$ cat config.mk
export PLATFORM = sky130hd
export DESIGN_NAME = ao21_toggle_bank_flat
export DESIGN_NICKNAME = d
export VERILOG_FILES = /design/src/rtl/ao21_bank_pkg.sv /design/src/rtl/ao21_toggle_bank_if.sv /design/src/rtl/ao21_toggle_cnt.sv /design/src/rtl/ao21_toggle_bank.sv /design/src/flat_wrapper.sv
export SDC_FILE = /design/constraint.sdc
export NUM_CORES = 1
export LEC_CHECK = 0
export CORE_ASPECT_RATIO = 0.75
export CORE_MARGIN = 2
export CORE_UTILIZATION = 45
export CTS_BUF_LIST = sky130_fd_sc_hd__clkbuf_2
export CTS_CLUSTER_SIZE = 25
export DETAILED_ROUTE_END_ITERATION = 12
export GPL_ROUTABILITY_DRIVEN = 0
export GPL_TIMING_DRIVEN = 0
export PLACE_DENSITY = 0.8
export SYNTH_ARGS = -nofsm -noshare
export SYNTH_HDL_FRONTEND = slang
export SYNTH_SLANG_ARGS = --single-unit
$ cat constraint.sdc
create_clock -name CLK -period 5.9 [get_ports CLK]
set_clock_uncertainty 0.1 [all_clocks]
set_input_delay 1.18 -clock CLK [delete_from_list [all_inputs] [get_ports CLK]]
set_output_delay 1.18 -clock CLK [all_outputs]
set_load 0.02 [all_outputs]
$ cat src/rtl/ao21_bank_pkg.sv
// Shared types and helpers for the AO21 toggle bank: snapshot FSM states,
// popcount, and width/limit helpers for the toggle counter.
package ao21_bank_pkg;

   typedef enum logic [1:0] {
      ST_IDLE     = 2'd0,
      ST_ACK      = 2'd1,
      ST_WAIT_LOW = 2'd2
   } snap_state_t;

   // Lanes are capped at 64, so a 7-bit count always fits.
   function automatic logic [6:0] popcount(input logic [63:0] v);
      logic [6:0] n;
      n = '0;
      for (int i = 0; i < 64; i++) begin
         n = n + 7'(v[i]);
      end
      return n;
   endfunction

   function automatic int inc_width(input int w);
      return $clog2(w + 1);
   endfunction

   function automatic logic [31:0] cnt_max(input int cw);
      logic [32:0] one_hot;
      one_hot = 33'd1 << cw;
      return 32'(one_hot - 33'd1);
   endfunction

endpackage

$ cat src/rtl/ao21_toggle_bank_if.sv
// Signal bundle for the AO21 toggle bank: datapath, counter control and the
// snapshot handshake, plus FSM/counter debug taps.
interface ao21_toggle_bank_if
   import ao21_bank_pkg::*;
#(
   parameter int WIDTH = 8,
   parameter int CNT_W = 16
);
   logic             EN;
   logic             IN_VLD;
   logic [WIDTH-1:0] IN1;
   logic [WIDTH-1:0] IN2;
   logic [WIDTH-1:0] IN3;
   logic [WIDTH-1:0] Q;
   logic             Q_VLD;
   logic             CLR_CNT;
   // Four-phase snapshot: requester raises SNAP_REQ and holds it until
   // SNAP_ACK is seen high, then drops it; SNAP_CNT is valid while SNAP_ACK
   // is high and a new request may only start after SNAP_ACK has fallen.
   logic             SNAP_REQ;
   logic             SNAP_ACK;
   logic [CNT_W-1:0] SNAP_CNT;
   logic             SAT;
   snap_state_t      snap_st;
   logic [CNT_W-1:0] cnt_dbg;

   modport master (
      output EN, IN_VLD, IN1, IN2, IN3, CLR_CNT, SNAP_REQ,
      input  Q, Q_VLD, SNAP_ACK, SNAP_CNT, SAT, snap_st, cnt_dbg
   );

   modport slave (
      input  EN, IN_VLD, IN1, IN2, IN3, CLR_CNT, SNAP_REQ,
      output Q, Q_VLD, SNAP_ACK, SNAP_CNT, SAT, snap_st, cnt_dbg
   );

endinterface

$ cat src/rtl/ao21_toggle_cnt.sv
// Saturating toggle counter: adds a per-cycle increment, clamps at the
// all-ones value with a sticky SAT flag, and clears on demand.
module ao21_toggle_cnt
   import ao21_bank_pkg::*;
#(
   parameter int CNT_W = 16,
   parameter int INC_W = 4
) (
   input  logic             clk,
   input  logic             rst,
   input  logic             inc_en,
   input  logic [INC_W-1:0] inc,
   input  logic             clr,
   output logic [CNT_W-1:0] cnt,
   output logic             sat
);
   // One spare bit over the wider operand so the sum never wraps.
   localparam int SUM_W = ((CNT_W > INC_W) ? CNT_W : INC_W) + 1;
   localparam logic [SUM_W-1:0] MAX_S   = SUM_W'(cnt_max(CNT_W));
   localparam logic [CNT_W-1:0] CNT_MAX = CNT_W'(cnt_max(CNT_W));

   logic [SUM_W-1:0] sum;

   assign sum = SUM_W'(cnt) + SUM_W'(inc);

   always_ff @(posedge clk) begin
      if (rst || clr) begin
         cnt <= '0;
         sat <= 1'b0;
      end else if (inc_en) begin
         if (sum > MAX_S) begin
            cnt <= CNT_MAX;
            sat <= 1'b1;
         end else begin
            cnt <= sum[CNT_W-1:0];
         end
      end
   end

endmodule

$ cat src/rtl/ao21_toggle_bank.sv
// Pipelined bank of AO21 lanes with a toggle counter on the final stage and
// a four-phase snapshot port for reading the count.
module ao21_toggle_bank
   import ao21_bank_pkg::*;
#(
   parameter int WIDTH  = 8,
   parameter int STAGES = 2,
   parameter int CNT_W  = 16
) (
   input  logic                CLK,
   input  logic                RST,
   ao21_toggle_bank_if.slave   bus
);
   localparam int INC_W = inc_width(WIDTH);

   logic [WIDTH-1:0]  ao21_d;
   logic [WIDTH-1:0]  q_pipe [STAGES];
   logic [STAGES-1:0] vld_pipe;
   logic [WIDTH-1:0]  q_next;
   logic [INC_W-1:0]  inc;
   logic [CNT_W-1:0]  cnt;
   logic              sat;

   snap_state_t       state_q, state_d;
   logic              ack_q, ack_d;
   logic              capture;
   logic [CNT_W-1:0]  snap_q;

   assign ao21_d = (bus.IN1 & bus.IN2) | bus.IN3;

   always_ff @(posedge CLK) begin
      if (RST) begin
         for (int k = 0; k < STAGES; k++) begin
            q_pipe[k] <= '0;
         end
         vld_pipe <= '0;
      end else if (bus.EN) begin
         q_pipe[0]   <= ao21_d;
         vld_pipe[0] <= bus.IN_VLD;
         for (int k = 1; k < STAGES; k++) begin
            q_pipe[k]   <= q_pipe[k-1];
            vld_pipe[k] <= vld_pipe[k-1];
         end
      end
   end

   // Value the last stage will take on the next enabled edge.
   generate
      if (STAGES == 1) begin : g_next_direct
         assign q_next = ao21_d;
      end else begin : g_next_pipe
         assign q_next = q_pipe[STAGES-2];
      end
   endgenerate

   assign inc = INC_W'(popcount(64'(q_next ^ q_pipe[STAGES-1])));

   ao21_toggle_cnt #(
      .CNT_W (CNT_W),
      .INC_W (INC_W)
   ) u_cnt (
      .clk    (CLK),
      .rst    (RST),
      .inc_en (bus.EN),
      .inc    (inc),
      .clr    (bus.CLR_CNT),
      .cnt    (cnt),
      .sat    (sat)
   );

   // ACK is registered from the state, so it trails the request by two
   // edges on the way up and one edge on the way down.
   always_comb begin
      state_d = state_q;
      ack_d   = 1'b0;
      capture = 1'b0;
      case (state_q)
         ST_IDLE: begin
            if (bus.SNAP_REQ) begin
               capture = 1'b1;
               state_d = ST_ACK;
            end
         end
         ST_ACK: begin
            ack_d   = 1'b1;
            state_d = ST_WAIT_LOW;
         end
         ST_WAIT_LOW: begin
            if (bus.SNAP_REQ) begin
               ack_d = 1'b1;
            end else begin
               state_d = ST_IDLE;
            end
         end
         default: begin
            state_d = ST_IDLE;
         end
      endcase
   end

   always_ff @(posedge CLK) begin
      if (RST) begin
         state_q <= ST_IDLE;
         ack_q   <= 1'b0;
         snap_q  <= '0;
      end else begin
         state_q <= state_d;
         ack_q   <= ack_d;
         if (capture) begin
            snap_q <= cnt;
         end
      end
   end

   assign bus.Q        = q_pipe[STAGES-1];
   assign bus.Q_VLD    = vld_pipe[STAGES-1];
   assign bus.SNAP_ACK = ack_q;
   assign bus.SNAP_CNT = snap_q;
   assign bus.SAT      = sat;
   assign bus.snap_st  = state_q;
   assign bus.cnt_dbg  = cnt;

endmodule

$ cat src/flat_wrapper.sv
// flat-port wrapper written by rule: the top's interface ports become plain ports
module ao21_toggle_bank_flat import ao21_bank_pkg::*;
#(
   parameter int WIDTH  = 8,
   parameter int STAGES = 2,
   parameter int CNT_W  = 16
)
  (CLK, RST, bus_EN, bus_IN_VLD, bus_IN1, bus_IN2, bus_IN3, bus_CLR_CNT, bus_SNAP_REQ, bus_Q, bus_Q_VLD, bus_SNAP_ACK, bus_SNAP_CNT, bus_SAT, bus_snap_st, bus_cnt_dbg);
  ao21_toggle_bank_if #(.WIDTH(WIDTH), .CNT_W(CNT_W)) bus_i ();
  input  logic CLK;
  input  logic RST;
  input wire logic [$bits(bus_i.EN)-1:0] bus_EN;
  input wire logic [$bits(bus_i.IN_VLD)-1:0] bus_IN_VLD;
  input wire logic [$bits(bus_i.IN1)-1:0] bus_IN1;
  input wire logic [$bits(bus_i.IN2)-1:0] bus_IN2;
  input wire logic [$bits(bus_i.IN3)-1:0] bus_IN3;
  input wire logic [$bits(bus_i.CLR_CNT)-1:0] bus_CLR_CNT;
  input wire logic [$bits(bus_i.SNAP_REQ)-1:0] bus_SNAP_REQ;
  output wire logic [$bits(bus_i.Q)-1:0] bus_Q;
  output wire logic [$bits(bus_i.Q_VLD)-1:0] bus_Q_VLD;
  output wire logic [$bits(bus_i.SNAP_ACK)-1:0] bus_SNAP_ACK;
  output wire logic [$bits(bus_i.SNAP_CNT)-1:0] bus_SNAP_CNT;
  output wire logic [$bits(bus_i.SAT)-1:0] bus_SAT;
  output wire logic [$bits(bus_i.snap_st)-1:0] bus_snap_st;
  output wire logic [$bits(bus_i.cnt_dbg)-1:0] bus_cnt_dbg;
  assign bus_i.EN = bus_EN;
  assign bus_i.IN_VLD = bus_IN_VLD;
  assign bus_i.IN1 = bus_IN1;
  assign bus_i.IN2 = bus_IN2;
  assign bus_i.IN3 = bus_IN3;
  assign bus_i.CLR_CNT = bus_CLR_CNT;
  assign bus_i.SNAP_REQ = bus_SNAP_REQ;
  assign bus_Q = bus_i.Q;
  assign bus_Q_VLD = bus_i.Q_VLD;
  assign bus_SNAP_ACK = bus_i.SNAP_ACK;
  assign bus_SNAP_CNT = bus_i.SNAP_CNT;
  assign bus_SAT = bus_i.SAT;
  assign bus_snap_st = bus_i.snap_st;
  assign bus_cnt_dbg = bus_i.cnt_dbg;
  ao21_toggle_bank #(.WIDTH(WIDTH), .STAGES(STAGES), .CNT_W(CNT_W)) u_core (.CLK(CLK), .RST(RST), .bus(bus_i));
endmodule
Yosys cells after proc, flatten, opt, wreduce, memory -nomap -nowiden --
Memory sizes are Yosys's and may differ from the RTL's. Cells that the tools add are included.
Storage, ports and cells: flip-flop bits (word level) 38, memory bits (writable) 16, word-level logic and storage cells 99, memories 1
Memories:
- u_core.q_pipe | words 2, width 8, read ports 2, clocked after Yosys merged registers in 0, wr ports 2, line ao21_toggle_bank.sv:17 | logic [WIDTH-1:0] q_pipe [STAGES];
Operators by class: $add $sub $neg 64, $lt $le $gt $ge 1, equality and inequality tests 4, muxes and demuxes 14, bitwise operators 5, reductions and logical operators 4
Operators by type and width (number):
- 4-bit by 1-bit adder with 4-bit output, second input constant | 56
- 4-bit by 1-bit adder with 4-bit output | 6
- 16-bit by 4-bit adder with 17-bit output | 1
- 17-bit by 16-bit > comparator with 1-bit output, second input constant | 1
- 16-bit two-way mux | 1
- 8-bit two-way mux | 2
- 8-bit AND | 1
- 8-bit OR | 1
- 8-bit bitwise XOR | 1
- 1-bit two-way mux | 7
- 2-bit one-hot mux with 3 select lines | 1
- 2-bit two-way mux | 2
- 2-bit != test, second input constant | 2
- 2-bit AND reduction | 2
- 1-bit by 1-bit adder with 2-bit output | 1
- 2-bit by 1-bit equality test with 1-bit output, second input constant | 1
- 2-bit equality test, second input constant | 1
- 2-bit zero test | 1
- 1-bit OR | 2
- 1-bit one-hot mux with 2 select lines | 1
- 1-bit logical OR | 1

Depth between registers and ports, before layout --
An unclocked memory read counts as a cell.
depth after elaboration 68, depth in mapped cells 16, gate-level depth less buffers 15

Hierarchy --
Synthesis repeated with hierarchy kept, for this count alone.
Second synthesis, totals: cell total of the unflattened synthesis 274, area total of the unflattened synthesis 2825.2 µm²
By module, submodules not included:
- ao21_toggle_bank | times used 1, cells an instance 168, area each 1904.3 µm², seq. area each 900.9 µm²
- ao21_toggle_cnt | times used 1, cells an instance 106, area each 920.9 µm², seq. area each 340.3 µm²

Least setup slack after synthesis --
Ideal clock, no wire load.
path kind register -> register, start mem u_core.q_pipe[1][0] (netlist: u_core.q_pipe[0][8]), end reg u_core.u_cnt.cnt[10], arrival 4.347 ns, slack 1.314 ns, stages on the path, launching flop included 16, buffers on the path 1, period minus slack after synthesis 4.586 ns, cell sequence edfxtp_1 -> xor2_1 -> ha_1 -> fa_1 -> inv_1 -> fa_1 -> fa_1 -> fa_1 -> xnor2_1 -> ha_1 -> and2b_1 -> o311a_4 -> and2_4 -> nand3_4 -> buf_6 -> a21oi_2
RTL lines:
- from (decl) | line ao21_toggle_bank.sv:17
- to (signal assigned) | line ao21_toggle_cnt.sv:35 | cnt <= sum[CNT_W-1:0];
- to (decl) | line ao21_toggle_cnt.sv:14 | output logic [CNT_W-1:0] cnt,

==> results_dict.tcl <==
set metrics [dict create \
    status "finished, final reports clean" \
    fin_crit_sh 0.794 \
    powerDensity_nw_per_um2 267 \
    finalSetupViolCount 0 \
    ys.flop_type "dfxtp_1" \
    slew_viol_final 0 \
    clkPwrFrac 0.245 \
    power.internal_w 0.000651 \
    startpoint_type "register" \
    cts_max_level 2 \
    core-area_um2 5440 \
    wl_per_cell_um 13.3 \
    die_y_um 69.7 \
    routed_wl_um 5590 \
    numPortBuffers 74 \
    rsz0062_at_grt "no" \
    antennaDiodeCount 0 \
    r2r-start "u_core.q_pipe[0][8]" \
    syn_area_per_cell_um2 9.85 \
    p_leak_nw 1.29 \
    clkTransAtPathRegs_ns 0.28 \
    synth-seq-area-share 0.479 \
    power_switching_w 0.000286 \
    initialDrtViolationCount 40 \
    clock.fmax_mhz 213 \
    hold_viol_final 0 \
    overflow 0 \
    grt_pass1_vias 1836 \
    critPathKind "register to register" \
    ir_worst_vdd_v 0.000178 \
    antenna_found_initial 0 \
    yosys.area.top_type "dfxtp_1" \
    drc 0 \
    hpwl_um 4330 \
    yosysMostFrequentCell "nand2_1" \
    synth_cells 263 \
    clockBufferDepth 2 \
    cp.arrival_ns 4.96 \
    ys_types 37 \
    cts_tree "done" \
    syn_area_um2 2590 \
    reg2reg_slack_ns 1.22 \
    die_w_um 91.6 \
    firstDrtPassIters 4 \
    period_needed_ns 4.68 \
    holdPathEnd "u_core.bus.SNAP_CNT[14]" \
    grt_first_pass_wirelength_um 8940 \
    ys_ff_latch 54 \
    numCtsBuffers 5 \
    hold_path_startpoint "u_core.bus.SNAP_CNT[14]" \
    final_antenna_net_count 0 \
    insertion_delay_ns 0.46 \
    ios 75 \
    dieArea_um2 6380 \
    reg2reg_depth 14 \
    grt_max_degree 17 \
    slew_headroom 0.543 \
    min_path_cells 2 \
    ys_warn_count 0 \
    cts_sinks 54 \
    clockRootBuffer "clkbuf_2" \
    cts-hold-fix-buffers 0 \
    swShare 0.305 \
    synth-edff-count 16 \
    synthTopCellsByArea "dfxtp_1 29%, edfxtp_1 19%, a21oi_1 6.6%" \
    cp-end-kind "register" \
    synth_top_area_frac 0.294 \
    rows 23 \
    reg2reg_to "u_core.u_cnt.cnt[11]" \
    dr.max_layer_used "met4" \
    async_flop_share 0 \
    cts_setup_buffers 0 \
    utilization 0.646 \
    p_seq_frac 0.446 \
    cts_resized 0 \
    area_growth_pct 35.7 \
    grtUsageTotal 0.175 \
    finalNetCount 390 \
    hp-class "register to register" \
    cp.required_ns 6.17 \
    power_frac_comb 0.309 \
    worst_pin_slew_ns 0.679 \
    syn_nets 309 \
    tns_ns 0 \
    cap_violations 0 \
    start_util 0.476 \
    num_vias 2057 \
    wl_met2_um 2590 \
    wl_met1_um 2650 \
    synthTopCellsByCount "39 x nand2_1, 38 x dfxtp_1, 34 x a21oi_1" \
    detailroute.wirelength.met3_um 317 \
    layout-drive-gt1-share 0.0812 \
    cp_max_fo 6 \
    vias_per_cell 4.90 \
]
[cell type report]
cell class / count / area (um^2)
Clock inverter: 3 / 63.8
Sequential cell: 54 / 1240
Buffer: 11 / 53.8
Fill cell: 434 / 1930
Clock buffer: 5 / 25.0
Tap cell: 75 / 93.8
Timing Repair Buffer: 74 / 741
Inverter: 12 / 45.0
Multi-Input combinational cell: 186 / 1250
[sequential cells by signal, indices dropped and copies added, names as in the netlist]
name / count
u_core.bus.SNAP_ACK: 1
u_core.bus.SNAP_CNT: 16
u_core.bus.snap_st: 2
u_core.q_pipe: 16
u_core.u_cnt.cnt: 16
u_core.u_cnt.sat: 1
u_core.vld_pipe: 2
[worst max-delay path by stage]
| stage | from | to | slack, ns | depth (start not counted) |
|---|---|---|---|---|
| 2_1_floorplan | u_core.q_pipe[0][8] | u_core.u_cnt.cnt[10] | 1.31 | 15 |
| 3_3_place_gp | u_core.q_pipe[0][8] | u_core.u_cnt.cnt[11] | 1.24 | 14 |
| 3_5_place_dp | u_core.q_pipe[0][8] | u_core.u_cnt.cnt[8] | 1.21 | 15 |
| 4_1_cts | u_core.q_pipe[0][8] | u_core.u_cnt.cnt[8] | 1.20 | 15 |
| 5_1_grt | u_core.q_pipe[0][8] | u_core.u_cnt.cnt[15] | 1.03 | 14 |
| 6_report | u_core.q_pipe[0][8] | u_core.u_cnt.cnt[11] | 1.22 | 14 |
[placed cells by master, fill, tap and decap left out, types with 10 or more instances in the layout]
cell type | netlist | layout
clkdlybuf4s50_1 | 0 | 74
nand2_1 | 39 | 39
dfxtp_1 | 38 | 38
a21oi_1 | 34 | 34
nor2_1 | 16 | 16
edfxtp_1 | 16 | 16
xor2_1 | 13 | 13
inv_1 | 12 | 12
ha_1 | 11 | 11
and2_1 | 10 | 10
a21oi_2 | 10 | 10
[logic make-up (layout without fill, tap and decap cells)]
| logic type | after synthesis | count (layout) | synth area share |
|---|---|---|---|
| compound gates | 56 | 56 | 0.135 |
| simple gates | 88 | 88 | 0.165 |
| mux | 6 | 6 | 0.0232 |
| fa+ha+maj | 16 | 16 | 0.0918 |
| flops | 54 | 54 | 0.479 |
| buf+inv | 23 | 105 | 0.0382 |
| xor+xnor | 20 | 20 | 0.0676 |
[through the flow]
stage / instance area [um^2] / std cells / power (W) / hold WS, ns / worst slack (ns)
6_report: 3510 / 420 / 0.000937 / 0.370 / 1.22
5_1_grt: 3510 / 420 / 0.000998 / 0.393 / 1.03
4_1_cts: 3510 / 420 / 0.000942 / 0.374 / 1.20
3_5_place_dp: 3420 / 412 / 0.000716 / 0.345 / 1.21
3_3_place_gp: 3420 / 412 / 0.000709 / 0.337 / 1.24
2_1_floorplan: 2590 / 263 / 0.000626 / 0.360 / 1.31
[worst max-delay path, cell delays in order, from the launching register on]
cell and delay, ns:
edfxtp_1 0.47, xor2_1 0.18, ha_1 0.31, fa_1 0.54, inv_1 0.05, fa_1 0.50
fa_1 0.48, fa_1 0.39, xnor2_1 0.14, ha_1 0.35, a21oi_1 0.08, o21ai_0 0.54
nand4_1 0.21, xor2_1 0.21, a21oi_2 0.07
[power by group through the flow]
stage	Sequential, W	Clock [W]	Combinational (W)
final	0.000418	0.000229	0.000290
after global routing	0.000422	0.000249	0.000327
after CTS	0.000418	0.000231	0.000293
after detailed placement	0.000426	0	0.000290
after global placement	0.000425	0	0.000284
after floorplan	0.000439	0	0.000187
[metal layers]
layer	GRT usage	vias to the layer above
li1	-	1040
met1	0.251	952
met2	0.269	60
met3	0.0348	5
met4	0.0455	0
met5	0	-
(Power assumes the default switching activity.)
==> patch 1 (same settings) <==
`WIDTH` is set to 8 in 3 places; all go to 12.
--- a/src/rtl/ao21_toggle_bank_if.sv
+++ b/src/rtl/ao21_toggle_bank_if.sv
@@ -4,5 +4,5 @@
    import ao21_bank_pkg::*;
 #(
-   parameter int WIDTH = 8,
+   parameter int WIDTH = 12,
    parameter int CNT_W = 16
 );
--- a/src/rtl/ao21_toggle_bank.sv
+++ b/src/rtl/ao21_toggle_bank.sv
@@ -4,5 +4,5 @@
    import ao21_bank_pkg::*;
 #(
-   parameter int WIDTH  = 8,
+   parameter int WIDTH  = 12,
    parameter int STAGES = 2,
    parameter int CNT_W  = 16
--- a/src/flat_wrapper.sv
+++ b/src/flat_wrapper.sv
@@ -2,5 +2,5 @@
 module ao21_toggle_bank_flat import ao21_bank_pkg::*;
 #(
-   parameter int WIDTH  = 8,
+   parameter int WIDTH  = 12,
    parameter int STAGES = 2,
    parameter int CNT_W  = 16
Interface: changed (resized bus_IN1, bus_IN2, bus_IN3 and bus_Q); port bits go from 75 to 91. The function was not compared with the original's and may differ.
==> patch 1 against the unedited design <==
  * Worst setup slack got worse by 0.92 ns
  * Worst hold slack got worse by 0.0049 ns
  * Maximum frequency decreased by 16%
  * Routed wire length increased by 31%
  * Core utilization increased by 0.23 points
  * Sequential share of layout area increased by 0.49 points
  * Area after synthesis increased by 16%
  * Sequential cell count increased by 8
  * Final area increased by 18%
Power is not compared: it rests on default switching activity, and its combinational part moved more than twofold at a synthesized area within 25%.
==> patch 1: results (changes against the unedited design) <==
Timing
  • WHS: 0.365 ns (-0.00493 ns)
  • Final period util: 95.1% (+16 points)

CTS
  • Cts bufs inserted: 9 (+4)
  • Worst-Skew Late Latency: 0.52 ns (+0.06 ns)

Yosys
  • Post-synthesis xor/xnor area fraction: 4.65% (-2.1 points)
  • Mux cell area share after synthesis: 1.33% (-0.99 points)
  • EDFF count, synth: 24 (+8)
  • Sequential fraction of the synthesis area: 49.1% (+1.2 points)
  • Gate Count Post-Synth: 305 (+16%)
  • Synth Area in Adders: 10.3% (+1.1 points)
  • Synthesized flop and latch total: 62 (+15%)

Finish
  • Layout fillers: 532 (+23%)
  • Non-clk bufs: 101 (+19%)
  • Final net count: 467 (+20%)
  • Signal buf overhead: 22.7% (+0.072 points)
  • Area growth syn-to-layout: 37.2%
  • Clock buffer cells: 11 (+6)
  • Area of the multi-input gates: 1430 um2 (+14%)
  • Share of layout cells above drive strength 1: 6.34% (-1.8 points)
  • Multi-input gates: 216 (+16%)
  • Final core occ: 64.8% (+0.23 points)

Drt
  • Iter 0 DRT Violations: 131 (+230%)
  • Metal3 WL: 497 um (+57%)
  • Routed wire length on met2: 3.60 mm (+39%)
  • Met1 wire length: 3.12 mm (+18%)

Global routing
  • GRT Total Usage: 20.2% (+2.7 points)
  • Met3 Use GR: 6.78% (+3.3 points)
  • Vias in the first global route: 2491 (+36%)

Placement
  • Placed cells: 475 (+15%)
  • PortBufs: 89 (+20%)
  • Pre-CTS setup slack: 0.365 ns (-0.846 ns)
  • Area post-placement: 4010 um2 (+17%)
  • DP HPWL: 5.68 mm (+31%)

Worst hold path
  • Min-delay src: u_core.bus.SNAP_CNT[12]

Status
  • Status: finished, final reports clean

Setup path
  • R2R setup slack: 0.29 ns (-0.92 ns)
  • Arrival time worst endpoint: 5.93 ns (+0.97 ns)
==> patch 1: cell families (layout without fill, tap and decap cells) <==
logic type               after synthesis  count (layout)
flip-flops                            62              62
XOR/XNOR                              16              16
AND/OR/NAND/NOR                      106             106
AO/OA/AOI/OAI                         70              70
buffers and inverters                 27             132
multiplexers                           4               4
adder cells (fa/ha/maj)               20              20
==> patch 1: worst max path at each step <==
stage,end,slack (ns),cells past startpoint
final,u_core.u_cnt.cnt[11],0.29,13
after global routing,u_core.u_cnt.cnt[11],0.07,13
after CTS,u_core.u_cnt.cnt[11],0.29,13
after detailed placement,u_core.u_cnt.cnt[11],0.36,13
after global placement,u_core.u_cnt.cnt[11],0.48,13
after floorplan,u_core.u_cnt.cnt[11],0.74,13
==> patch 1: power by group <==
part	total [mW]	internal (mW)	leakage (nW)	switching [mW]
registers	0.499	0.474	0.569	0.0246
clock network	0.298	0.142	0.0860	0.156
logic	0.583	0.268	0.906	0.315
==> patch 2 (config.mk and constraints unchanged) <==
Without the edit above. Make the reset (`RST`) asynchronous in 2 clocked blocks.
--- a/src/rtl/ao21_toggle_bank.sv
+++ b/src/rtl/ao21_toggle_bank.sv
@@ -29,5 +29,5 @@
    assign ao21_d = (bus.IN1 & bus.IN2) | bus.IN3;
 
-   always_ff @(posedge CLK) begin
+   always_ff @(posedge CLK or posedge RST) begin
       if (RST) begin
          for (int k = 0; k < STAGES; k++) begin
@@ -99,5 +99,5 @@
    end
 
-   always_ff @(posedge CLK) begin
+   always_ff @(posedge CLK or posedge RST) begin
       if (RST) begin
          state_q <= ST_IDLE;
Behaviour: differs if RST is asserted again (counterexample within 4 cycles, from zero or initial values and one cycle with RST high); with RST held inactive, the same outputs for 10 cycles.
==> patch 2 against the unedited design <==
  * Power increased by 15%
  * Area after synthesis is 1.3% lower
  * Final area fell by 1.4%
  * First-iteration DRC count is 60% higher
  * Routed wire length is 2.3% lower
  * Sequential cell count unchanged
  * Die area down 1.2%
  * Sequential power up 5.3%
  * Synthesized cell count is 13% lower
  * Final cell count down 7.9%
  * Worst setup slack worse by 0.13 ns
  * Largest cell class is now sequential cells
==> patch 2: results (changes against the unedited design) <==
Setup path
  • Arrival time worst endpoint: 5.08 ns (+0.12 ns)
  • R2R setup slack: 1.08 ns (-0.13 ns)
  • Worst Path Max Fanout: 8 (+2)
  • Critical R2R Capture: u_core.u_cnt.cnt[6]
  • Reg-to-Reg Start: u_core.q_next[0]

Placement
  • Placed cells: 379 (-8.0%)
  • Area post-placement: 3420 um2 (-0.18%)
  • Pre-CTS setup slack: 1.17 ns (-0.0412 ns)

Timing
  • WHS: 0.385 ns (+0.0156 ns)
  • Setup ws final: 1.08 ns (-0.133 ns)

Yosys
  • Post-Syn Nets: 275 (-11%)
  • Top FF cell, synth: dfrtp_1
  • Sequential fraction of the synthesis area: 49.5% (+1.6 points)
  • Post-synth top cells: 37 x dfrtp_1, 31 x a21oi_1, 24 x mux2_2
  • Gate Count Post-Synth: 229 (-13%)
  • Synth top area cells: dfrtp_1 36%, dfxtp_1 13%, mux2_2 11%

CTS
  • Worst-Skew Late Latency: 0.44 ns (-0.02 ns)

Worst hold path
  • Worst Hold End: u_core.u_cnt.sat
  • Min-delay src: u_core.u_cnt.sat

Drt
  • Metal3 WL: 192 um (-39%)
  • Drt via density: 5.03 (+2.7%)
  • Iter 0 DRT Violations: 64 (+60%)
  • DRT Wirelength: 5.47 mm (-2.3%)

Power and ir drop
  • Pwr Total: 1.08 mW (+15%)
  • Seq group: 440 uW (+5.3%)
  • Cell-internal power: 674 uW (+3.7%)
  • Leakage: 1.43 nW (+10%)

Global routing
  • GRT Total Usage: 18.1% (+0.61 points)
  • Largest net degree at the start of global routing: 24 (+7)
  • First-pass GRT wire length: 9.29 mm (+3.9%)

Status
  • Status: finished, final reports clean
patch 2: cells by family after synthesis:
family | after synthesis | synth area share, %
simple gates | 42 | 8.81
xor+xnor | 18 | 6.17
fa+ha+maj | 16 | 9.30
buf+inv | 21 | 3.13
compound gates | 52 | 11.7
flops | 54 | 49.5
mux | 26 | 11.4
patch 2: worst max-delay path: cells and delay by family, from the launching register on:
family | cells | cell delay (ns)
adder cells (fa/ha/maj) | 6 | 2.79
flip-flops | 1 | 0.47
buffers and inverters | 1 | 0.06
XOR/XNOR | 1 | 0.17
AO/OA/AOI/OAI | 2 | 0.52
AND/OR/NAND/NOR | 3 | 0.65
patch 2: layout make-up:
cell class,instances,area (um2)
timing repair buffer,75,768
clock inverter,3,21.3
buffer,8,31.3
fill,459,1950
clock buffer,5,25.0
sequential,54,1270
multi-input combinational,154,1210
inverter,13,48.8
tap,75,93.8
patch 2: routing by layer:
metal	vias to the layer above	global-route usage (%)
met1	943	25.5
li1	959	-
met3	2	4.13
met2	43	29.5
met5	-	0
met4	0	2.02
